[src/rtl/serial_adder_ctrl_if.sv]
// Request/result bundle for serial_adder_ctrl.
// The sub port exists only when SERIAL_ADDER_SUB_EN is defined.
interface serial_adder_ctrl_if #(
    parameter int WIDTH = 8
);
    logic             start;
    logic [WIDTH-1:0] a;
    logic [WIDTH-1:0] b;
    logic             cin;
`ifdef SERIAL_ADDER_SUB_EN
    logic             sub;
`endif
    logic             busy;
    logic             done;
    logic [WIDTH-1:0] sum;
    logic             carry;

    modport master (
`ifdef SERIAL_ADDER_SUB_EN
        output sub,
`endif
        output start, a, b, cin,
        input  busy, done, sum, carry
    );

    modport slave (
`ifdef SERIAL_ADDER_SUB_EN
        input  sub,
`endif
        input  start, a, b, cin,
        output busy, done, sum, carry
    );
endinterface

[src/rtl/serial_adder_ctrl.sv]
// Bit-serial adder controller: one full-adder cell, LSB first, one bit per clock.
// Optional subtract mode (a - b) is enabled by defining SERIAL_ADDER_SUB_EN.
module serial_adder_ctrl #(
    parameter int WIDTH = 8
) (
    input  logic               clk,
    input  logic               rst,
    serial_adder_ctrl_if.slave bus
);
    localparam int CW = $clog2(WIDTH);
    localparam logic [CW-1:0] LAST = CW'(WIDTH - 1);

    typedef enum logic [1:0] {IDLE, RUN, DONE} state_t;

    state_t           state, state_nxt;
    logic [WIDTH-1:0] opa, opb, acc;
    logic             cr;
    logic [CW-1:0]    cnt;
    logic [WIDTH-1:0] sum_q;
    logic             carry_q;
    logic             s, co, last;
    logic             busy_c, done_c;
    logic [WIDTH-1:0] b_load;
    logic             c_load;

    function automatic logic fa_sum(input logic x, input logic y, input logic z);
        return x ^ y ^ z;
    endfunction

    function automatic logic fa_carry(input logic x, input logic y, input logic z);
        return (x & y) | (x & z) | (y & z);
    endfunction

    assign s    = fa_sum(opa[0], opb[0], cr);
    assign co   = fa_carry(opa[0], opb[0], cr);
    assign last = (cnt == LAST);

    // Subtraction is a + ~b + 1, so it reuses the adder with a forced carry-in.
`ifdef SERIAL_ADDER_SUB_EN
    assign b_load = bus.sub ? ~bus.b : bus.b;
    assign c_load = bus.sub ? 1'b1 : bus.cin;
`else
    assign b_load = bus.b;
    assign c_load = bus.cin;
`endif

    always_ff @(posedge clk) begin
        if (rst) state <= IDLE;
        else     state <= state_nxt;
    end

    always_comb begin
        state_nxt = state;
        busy_c    = 1'b0;
        done_c    = 1'b0;
        case (state)
            IDLE: if (bus.start) state_nxt = RUN;
            RUN: begin
                busy_c = 1'b1;
                if (last) state_nxt = DONE;
            end
            DONE: begin
                busy_c    = 1'b1;
                done_c    = 1'b1;
                state_nxt = IDLE;
            end
            default: state_nxt = IDLE;
        endcase
    end

    always_ff @(posedge clk) begin
        if (rst) begin
            opa     <= '0;
            opb     <= '0;
            acc     <= '0;
            cr      <= 1'b0;
            cnt     <= '0;
            sum_q   <= '0;
            carry_q <= 1'b0;
        end else begin
            case (state)
                IDLE: if (bus.start) begin
                    opa <= bus.a;
                    opb <= b_load;
                    cr  <= c_load;
                    cnt <= '0;
                end
                RUN: begin
                    opa <= opa >> 1;
                    opb <= opb >> 1;
                    acc <= {s, acc[WIDTH-1:1]};
                    cr  <= co;
                    cnt <= cnt + 1'b1;
                    // Result registers see only the finished word, never a partial shift.
                    if (last) begin
                        sum_q   <= {s, acc[WIDTH-1:1]};
                        carry_q <= co;
                    end
                end
                default: ;
            endcase
        end
    end

    assign bus.busy  = busy_c;
    assign bus.done  = done_c;
    assign bus.sum   = sum_q;
    assign bus.carry = carry_q;
endmodule
[src/flat_wrapper.sv]
// flat-port wrapper written by rule: the top's interface ports become plain ports
module serial_adder_ctrl_flat 
#(
    parameter int WIDTH = 8
)
  (clk, rst, bus_start, bus_a, bus_b, bus_cin, bus_busy, bus_done, bus_sum, bus_carry);
  serial_adder_ctrl_if #(.WIDTH(WIDTH)) bus_i ();
  input  logic clk;
  input  logic rst;
  input wire logic [$bits(bus_i.start)-1:0] bus_start;
  input wire logic [$bits(bus_i.a)-1:0] bus_a;
  input wire logic [$bits(bus_i.b)-1:0] bus_b;
  input wire logic [$bits(bus_i.cin)-1:0] bus_cin;
  output wire logic [$bits(bus_i.busy)-1:0] bus_busy;
  output wire logic [$bits(bus_i.done)-1:0] bus_done;
  output wire logic [$bits(bus_i.sum)-1:0] bus_sum;
  output wire logic [$bits(bus_i.carry)-1:0] bus_carry;
  assign bus_i.start = bus_start;
  assign bus_i.a = bus_a;
  assign bus_i.b = bus_b;
  assign bus_i.cin = bus_cin;
  assign bus_busy = bus_i.busy;
  assign bus_done = bus_i.done;
  assign bus_sum = bus_i.sum;
  assign bus_carry = bus_i.carry;
  serial_adder_ctrl #(.WIDTH(WIDTH)) u_core (.clk(clk), .rst(rst), .bus(bus_i));
endmodule
[config.mk]
export PLATFORM = sky130hd
export DESIGN_NAME = serial_adder_ctrl_flat
export DESIGN_NICKNAME = d
export VERILOG_FILES = /design/src/rtl/serial_adder_ctrl_if.sv /design/src/rtl/serial_adder_ctrl.sv /design/src/flat_wrapper.sv
export SDC_FILE = /design/constraint.sdc
export NUM_CORES = 1
export LEC_CHECK = 0
export ABC_CLOCK_PERIOD_IN_PS = 1600
export CAP_MARGIN = 15
export CORE_MARGIN = 5
export CORE_UTILIZATION = 47
export DETAILED_ROUTE_END_ITERATION = 6
export GPL_ROUTABILITY_DRIVEN = 0
export GPL_TIMING_DRIVEN = 0
export MAX_ROUTING_LAYER = met4
export PLACE_DENSITY = 0.75
export SKIP_CTS_REPAIR_TIMING = 1
export SYNTH_ARGS = -nofsm -noshare
export SYNTH_HDL_FRONTEND = slang
export SYNTH_SLANG_ARGS = --single-unit
[constraint.sdc]
create_clock -name clk -period 1.6 [get_ports clk]
set_clock_uncertainty 0.15 [all_clocks]
set_input_delay 0.48 -clock clk [delete_from_list [all_inputs] [get_ports clk]]
set_output_delay 0.48 -clock clk [all_outputs]
set_load 0.02 [all_outputs]
**After elaboration in Yosys (flattened, before gate mapping)**

Cells that the tools add are included.

- Bits in writable memories: 0
- Memories: 0
- Latch bits: 0
- Output and inout bits: 11
- Bits in registers: 39
- Word-level logic and storage cells: 40
- Memory bits (read-only): 0
- Input port bits: 20

- Shift operators: 0
- Multiplexer cells: 13
- Multipliers: 0
- Add/sub/neg operators: 1
- Reductions and logical operators: 6
- Bitwise operators: 7
- Div/mod/pow operators: 0
- $lt $le $gt $ge: 0
- Equality and inequality tests: 5

Operators with widths:

| kind | number |
|---|---|
| $pmux 8 s2 | 2 |
| $mux 8 | 2 |
| $pmux 3 s2 | 1 |
| $reduce_and 2->1 | 3 |
| $mux 2 | 2 |
| $pmux 2 s2 | 1 |
| $add 3x1->3 const B | 1 |
| $and 1x1->1 | 3 |
| $eq 3x3->1 const B | 1 |
| $mux 1 | 3 |
| $mux 3 | 1 |
| $eq 2x1->1 const B | 1 |
| $eq 2x2->1 const B | 1 |
| $logic_not 2->1 | 1 |
| $ne 2x1->1 const B | 1 |
| $ne 2x2->1 const B | 1 |
| $or 1x1->1 | 2 |
| $pmux 1 s2 | 1 |
| $reduce_bool 2->1 | 1 |
| $reduce_or 2->1 | 1 |
| $xor 1x1->1 | 2 |

**Logic depth before layout (Yosys ltp)**

- Depth after elaboration: 4
- Gate-level depth with buffers: 8
- Mapped depth without buffers: 5

**Worst setup path before layout**

OpenSTA, ideal clock, no wires.

- Kind: reg-to-reg
- Start: register u_core.state[1]
- End: register u_core.opb[2]
- Data required time: 1.305 ns
- Buffers on the path: 2
- Stages on the path, launching flop included: 8
- Setup time: 0.145 ns
- Arrival time: 1.278 ns
- Path slack: 0.028 ns
- Clock period less this slack: 1.572 ns
- Cells stage by stage: dfxtp_1 -> inv_1 -> ha_1 -> buf_6 -> mux2_4 -> buf_6 -> nor2_1 -> a211oi_2

- Word-level cells in the longest chain between the ends: 3
- Elaborated cells on any way between the ends: 6
- Those cells by class: eq/ne (2); mux (1); reduce/logical (3)

RTL lines:

| item | line | text |
|---|---|---|
| start: declaration | serial_adder_ctrl.sv:15 | `state_t state, state_nxt;` |
| start signal: assignment | serial_adder_ctrl.sv:49 | `else state <= state_nxt;` |
| $eq 2x1->1 / $logic_not 2->1 (equally long branches) | serial_adder_ctrl.sv:81 | `case (state)` |
| $reduce_bool 2->1 (no source line) / $ne 2x2->1 (equally long branches) | - |  |
| $reduce_and 2->1 (no source line) | - |  |
| end signal: assignment | serial_adder_ctrl.sv:84 | `opb <= b_load;` |
| end signal: assignment | serial_adder_ctrl.sv:90 | `opb <= opb >> 1;` |
| end: declaration | serial_adder_ctrl.sv:16 | `logic [WIDTH-1:0] opa, opb, acc;` |

Parallel ways exist; a longest one is shown, timed or not.
A chain may end at the register's enable or synchronous reset.

**Final worst setup path**

- Start: register u_core.state[0]
- End: output bus_busy

- Word-level cells in the longest chain between the ends: 3
- Elaborated cells on any way between the ends: 4
- Those cells by class: eq/ne (2); mux (1); reduce/logical (1)

RTL lines:

| item | line | text |
|---|---|---|
| $eq 2x2->1 / $eq 2x1->1 (equally long branches) | serial_adder_ctrl.sv:56 | `case (state)` |
| $reduce_or 2->1 (no source line) (*) | - |  |
| $mux 1 (*) | serial_adder_ctrl.sv:56 |  |
| end: declaration | flat_wrapper.sv:14 | `output wire logic [$bits(bus_i.busy)-1:0] bus_busy;` |

Every way passes the cells marked *; elsewhere a longest branch is shown, timed or not.

==> impl_metrics.py <==
metrics = {
    "outcome": {
        "status": "finished with violations",
        "violations": "setup timing",
    },
    "die": {
        "ios": 31,
        "die_area_um2": 5070,
        "die_w_um": 71.2,
        "rows": 22,
        "initial_core_util_pct": 48.5,
        "core_um2": 3630,
        "die_y_um": 71.2,
    },
    "detailed_routing": {
        "top_layer": "met4",
        "via_count": 1351,
        "viasPerCell": 5.24,
        "drc": 0,
        "wl_met2_mm": 1.90,
        "wl_mm": 3.75,
        "drt-met1-wl_mm": 1.62,
        "antenna_left": 0,
        "drtPass1Iterations": 4,
        "met3_length_um": 179,
        "wire_per_inst_um": 14.5,
        "drtIter0Drc": 45,
    },
    "min_path": {
        "hold_start": "u_core.bus.sum[6]",
        "min_path_type": "flop to flop",
        "whs_endpoint": "u_core.bus.sum[6]",
        "holdPathStages": 2,
    },
    "clock_tree": {
        "cts_max_level": 2,
        "cts_tree": "done",
        "root_buffer": "clkbuf_8",
        "cts_buffer_depth": 2,
        "insertion_delay_ns": 0.28,
        "clock-sinks": 38,
        "clk_pin_slew_worst_paths_ns": 0.07,
        "cts_made_buffers": 5,
    },
    "final_layout": {
        "stdcell_area_um2": 2290,
        "ff_latch_area_um2": 763,
        "fill_cells": 315,
        "multi_input_area_um2": 915,
        "fin_cells": 258,
        "syn2layout_area_growth_pct": 30.1,
        "diodes": 0,
        "fin_nets": 237,
        "drive_above_1_share_pct": 22.9,
    },
    "critical_path": {
        "reg2reg_from": "u_core.state[1]",
        "crit_fanout": 3,
        "arrival_ns": 1.08,
        "reg2reg_slack_ns": -0.05,
        "required_ns": 0.97,
        "crit_type": "flop to output pin",
        "startpoint_type": "flop",
        "end_kind": "output pin",
        "reg2reg_to": "u_core.bus.sum[0]",
        "reg2reg_depth": 7,
    },
    "sta": {
        "fin_crit_sh_pct": 107,
        "rsz0062_at_grt": "true",
        "setup_viol": 13,
        "finalCriticalPeriod_ns": 1.71,
        "hold_violations": 0,
        "tightest_slew_ns": 0.655,
        "slew_viol_final": 0,
        "max_freq_mhz": 584,
        "worst_slack_ns": -0.114,
        "relSlewSlack_pct": 56.4,
    },
    "pwr": {
        "p_int_mw": 1.56,
        "p_comb_share_pct": 21.1,
        "power.share.sequential_pct": 49.2,
        "swShare_pct": 26.2,
        "power_density_nw_per_um2": 925,
        "clockPowerShare_pct": 29.8,
        "ir_worst_vdd_uv": 533,
        "switchingPower_uw": 555,
        "p_leak_nw": 1.01,
    },
    "place": {
        "dp_hpwl_mm": 2.68,
        "place_area_um2": 2110,
        "dp.cells": 250,
        "io_buffers": 29,
    },
    "logic_synthesis": {
        "netlist_area_um2": 1760,
        "postSynthCellCount": 173,
        "synthesis.nets": 199,
        "synth_seq_cells": 38,
        "ys_types": 26,
        "yosys_warnings": 0,
        "syn_area_per_cell_um2": 10.2,
        "seq_area_frac_synth_pct": 43.2,
    },
    "grt": {
        "antenna_found_initial": 0,
        "grt_overflow_total": 0,
        "grt_first_pass_wirelength_mm": 6.18,
        "grt_use_total_pct": 15.6,
        "grt_pass1_vias": 1342,
        "grt_max_degree": 11,
    },
    "run": {
        "drv_cap": 0,
    },
}
-- logic make-up (layout without fill, tap and decap cells) --
family	count (synthesis)	count (layout)	share of synthesized area [%]
adder cells (fa/ha/maj)	6	6	4.69
flip-flops	38	38	43.2
AND/OR/NAND/NOR	52	52	12.7
buffers and inverters	16	53	6.40
XOR/XNOR	1	1	0.498
multiplexers	27	27	15.8
AO/OA/AOI/OAI	33	33	16.8
-- per-stage QoR --
stage                     util, %  total power, mW  hold WS (ns)  setup TNS (ns)  setup slack, ns
after floorplan                 -             1.36         0.305               0           0.0276
after global placement       58.1             1.46         0.296           -7.14           -0.382
after detailed placement     58.1             1.48         0.300           -8.61           -0.433
after CTS                    60.4             2.11         0.316           -5.64           -0.618
after global routing         63.1             2.23         0.335           -2.99           -0.168
final                        63.1             2.12         0.309          -0.548           -0.114
-- layout make-up --
class / instances / area share (%)
inverter: 3 / 0.492
buffer: 12 / 4.70
sequential: 38 / 33.3
tap: 48 / 2.62
clock buffer: 6 / 3.60
multi-input combinational: 119 / 39.9
timing repair buffer: 32 / 15.3
-- worst max-delay path, cell delays in order (launching register included) --
cell and delay [ns]:
dfxtp_2 0.35, inv_2 0.06, ha_4 0.24, clkbuf_2 0.15
-- layer usage --
metal | track usage [%] | vias up
met5 | - | -
met3 | 4.12 | 5
met1 | 18.3 | 640
met4 | 5.01 | 0
li1 | - | 679
met2 | 25.8 | 27
-- how the worst max path moves through the flow --
stage / slack [ns] / start / endpoint / depth (start not counted)
after floorplan: 0.03 / u_core.state[1] / u_core.opb[2] / 7
after global placement: -0.38 / bus_start / u_core.opb[6] / 5
after detailed placement: -0.43 / bus_start / u_core.opb[2] / 5
after CTS: -0.62 / u_core.state[0] / bus_busy / 3
after global routing: -0.17 / u_core.state[1] / u_core.bus.sum[7] / 7
final: -0.11 / u_core.state[0] / bus_busy / 3
-- power groups by stage --
stage,combinational [mW],clock (mW),sequential (mW)
after CTS,0.418,0.652,1.04
after detailed placement,0.415,0,1.06
after floorplan,0.311,0,1.05
after global routing,0.489,0.692,1.05
final,0.447,0.631,1.04
after global placement,0.402,0,1.06
-- Yosys cell counts (all sizes together) --
| library cell | count | area [µm²] |
|---|---|---|
| mux2 | 3 | 37.5 |
| inv | 3 | 11.3 |
| mux2i | 24 | 240 |
| and3 | 1 | 6.26 |
| a211oi | 17 | 203 |
| xnor2 | 1 | 8.76 |
| nand3 | 9 | 45.0 |
| clkbuf | 3 | 11.3 |
| a32oi | 2 | 17.5 |
| a21oi | 12 | 60.1 |
| buf | 10 | 90.1 |
| dfxtp | 38 | 761 |
| nor2b | 2 | 12.5 |
| o21ai | 1 | 5.00 |
| a2111oi | 1 | 10.0 |
| nand2b | 1 | 6.26 |
| and2b | 1 | 7.51 |
| nor2 | 26 | 97.6 |
| fa | 1 | 20.0 |
| ha | 5 | 62.6 |
| nand2 | 12 | 47.6 |
-- registers in the layout (all words and copies together) (netlist names) --
register,count
u_core.acc,7
u_core.bus.carry,1
u_core.opa,8
u_core.opb,8
u_core.state,2
u_core.bus.sum,8
u_core.cr,1
u_core.cnt,3
-- cell usage in the layout, fill, tap and decap left out, types with 2 or more instances in the layout --
| cell type | count |
|---|---|
| dfxtp_1 | 36 |
| nor2_1 | 24 |
| mux2i_1 | 24 |
| clkdlybuf4s50_1 | 17 |
| a211oi_2 | 15 |
| a21oi_1 | 12 |
| nand2_1 | 11 |
| dlymetal6s2s_1 | 10 |
| nand3_1 | 9 |
| buf_6 | 6 |
| clkbuf_8 | 6 |
| buf_4 | 3 |
| clkbuf_1 | 3 |
| inv_2 | 2 |
| a32oi_1 | 2 |
| mux2_2 | 2 |
| a211oi_1 | 2 |
| nor2b_1 | 2 |
| ha_1 | 2 |
| ha_2 | 2 |
| dfxtp_2 | 2 |
Note: power is estimated with default switching activity, not from simulation.
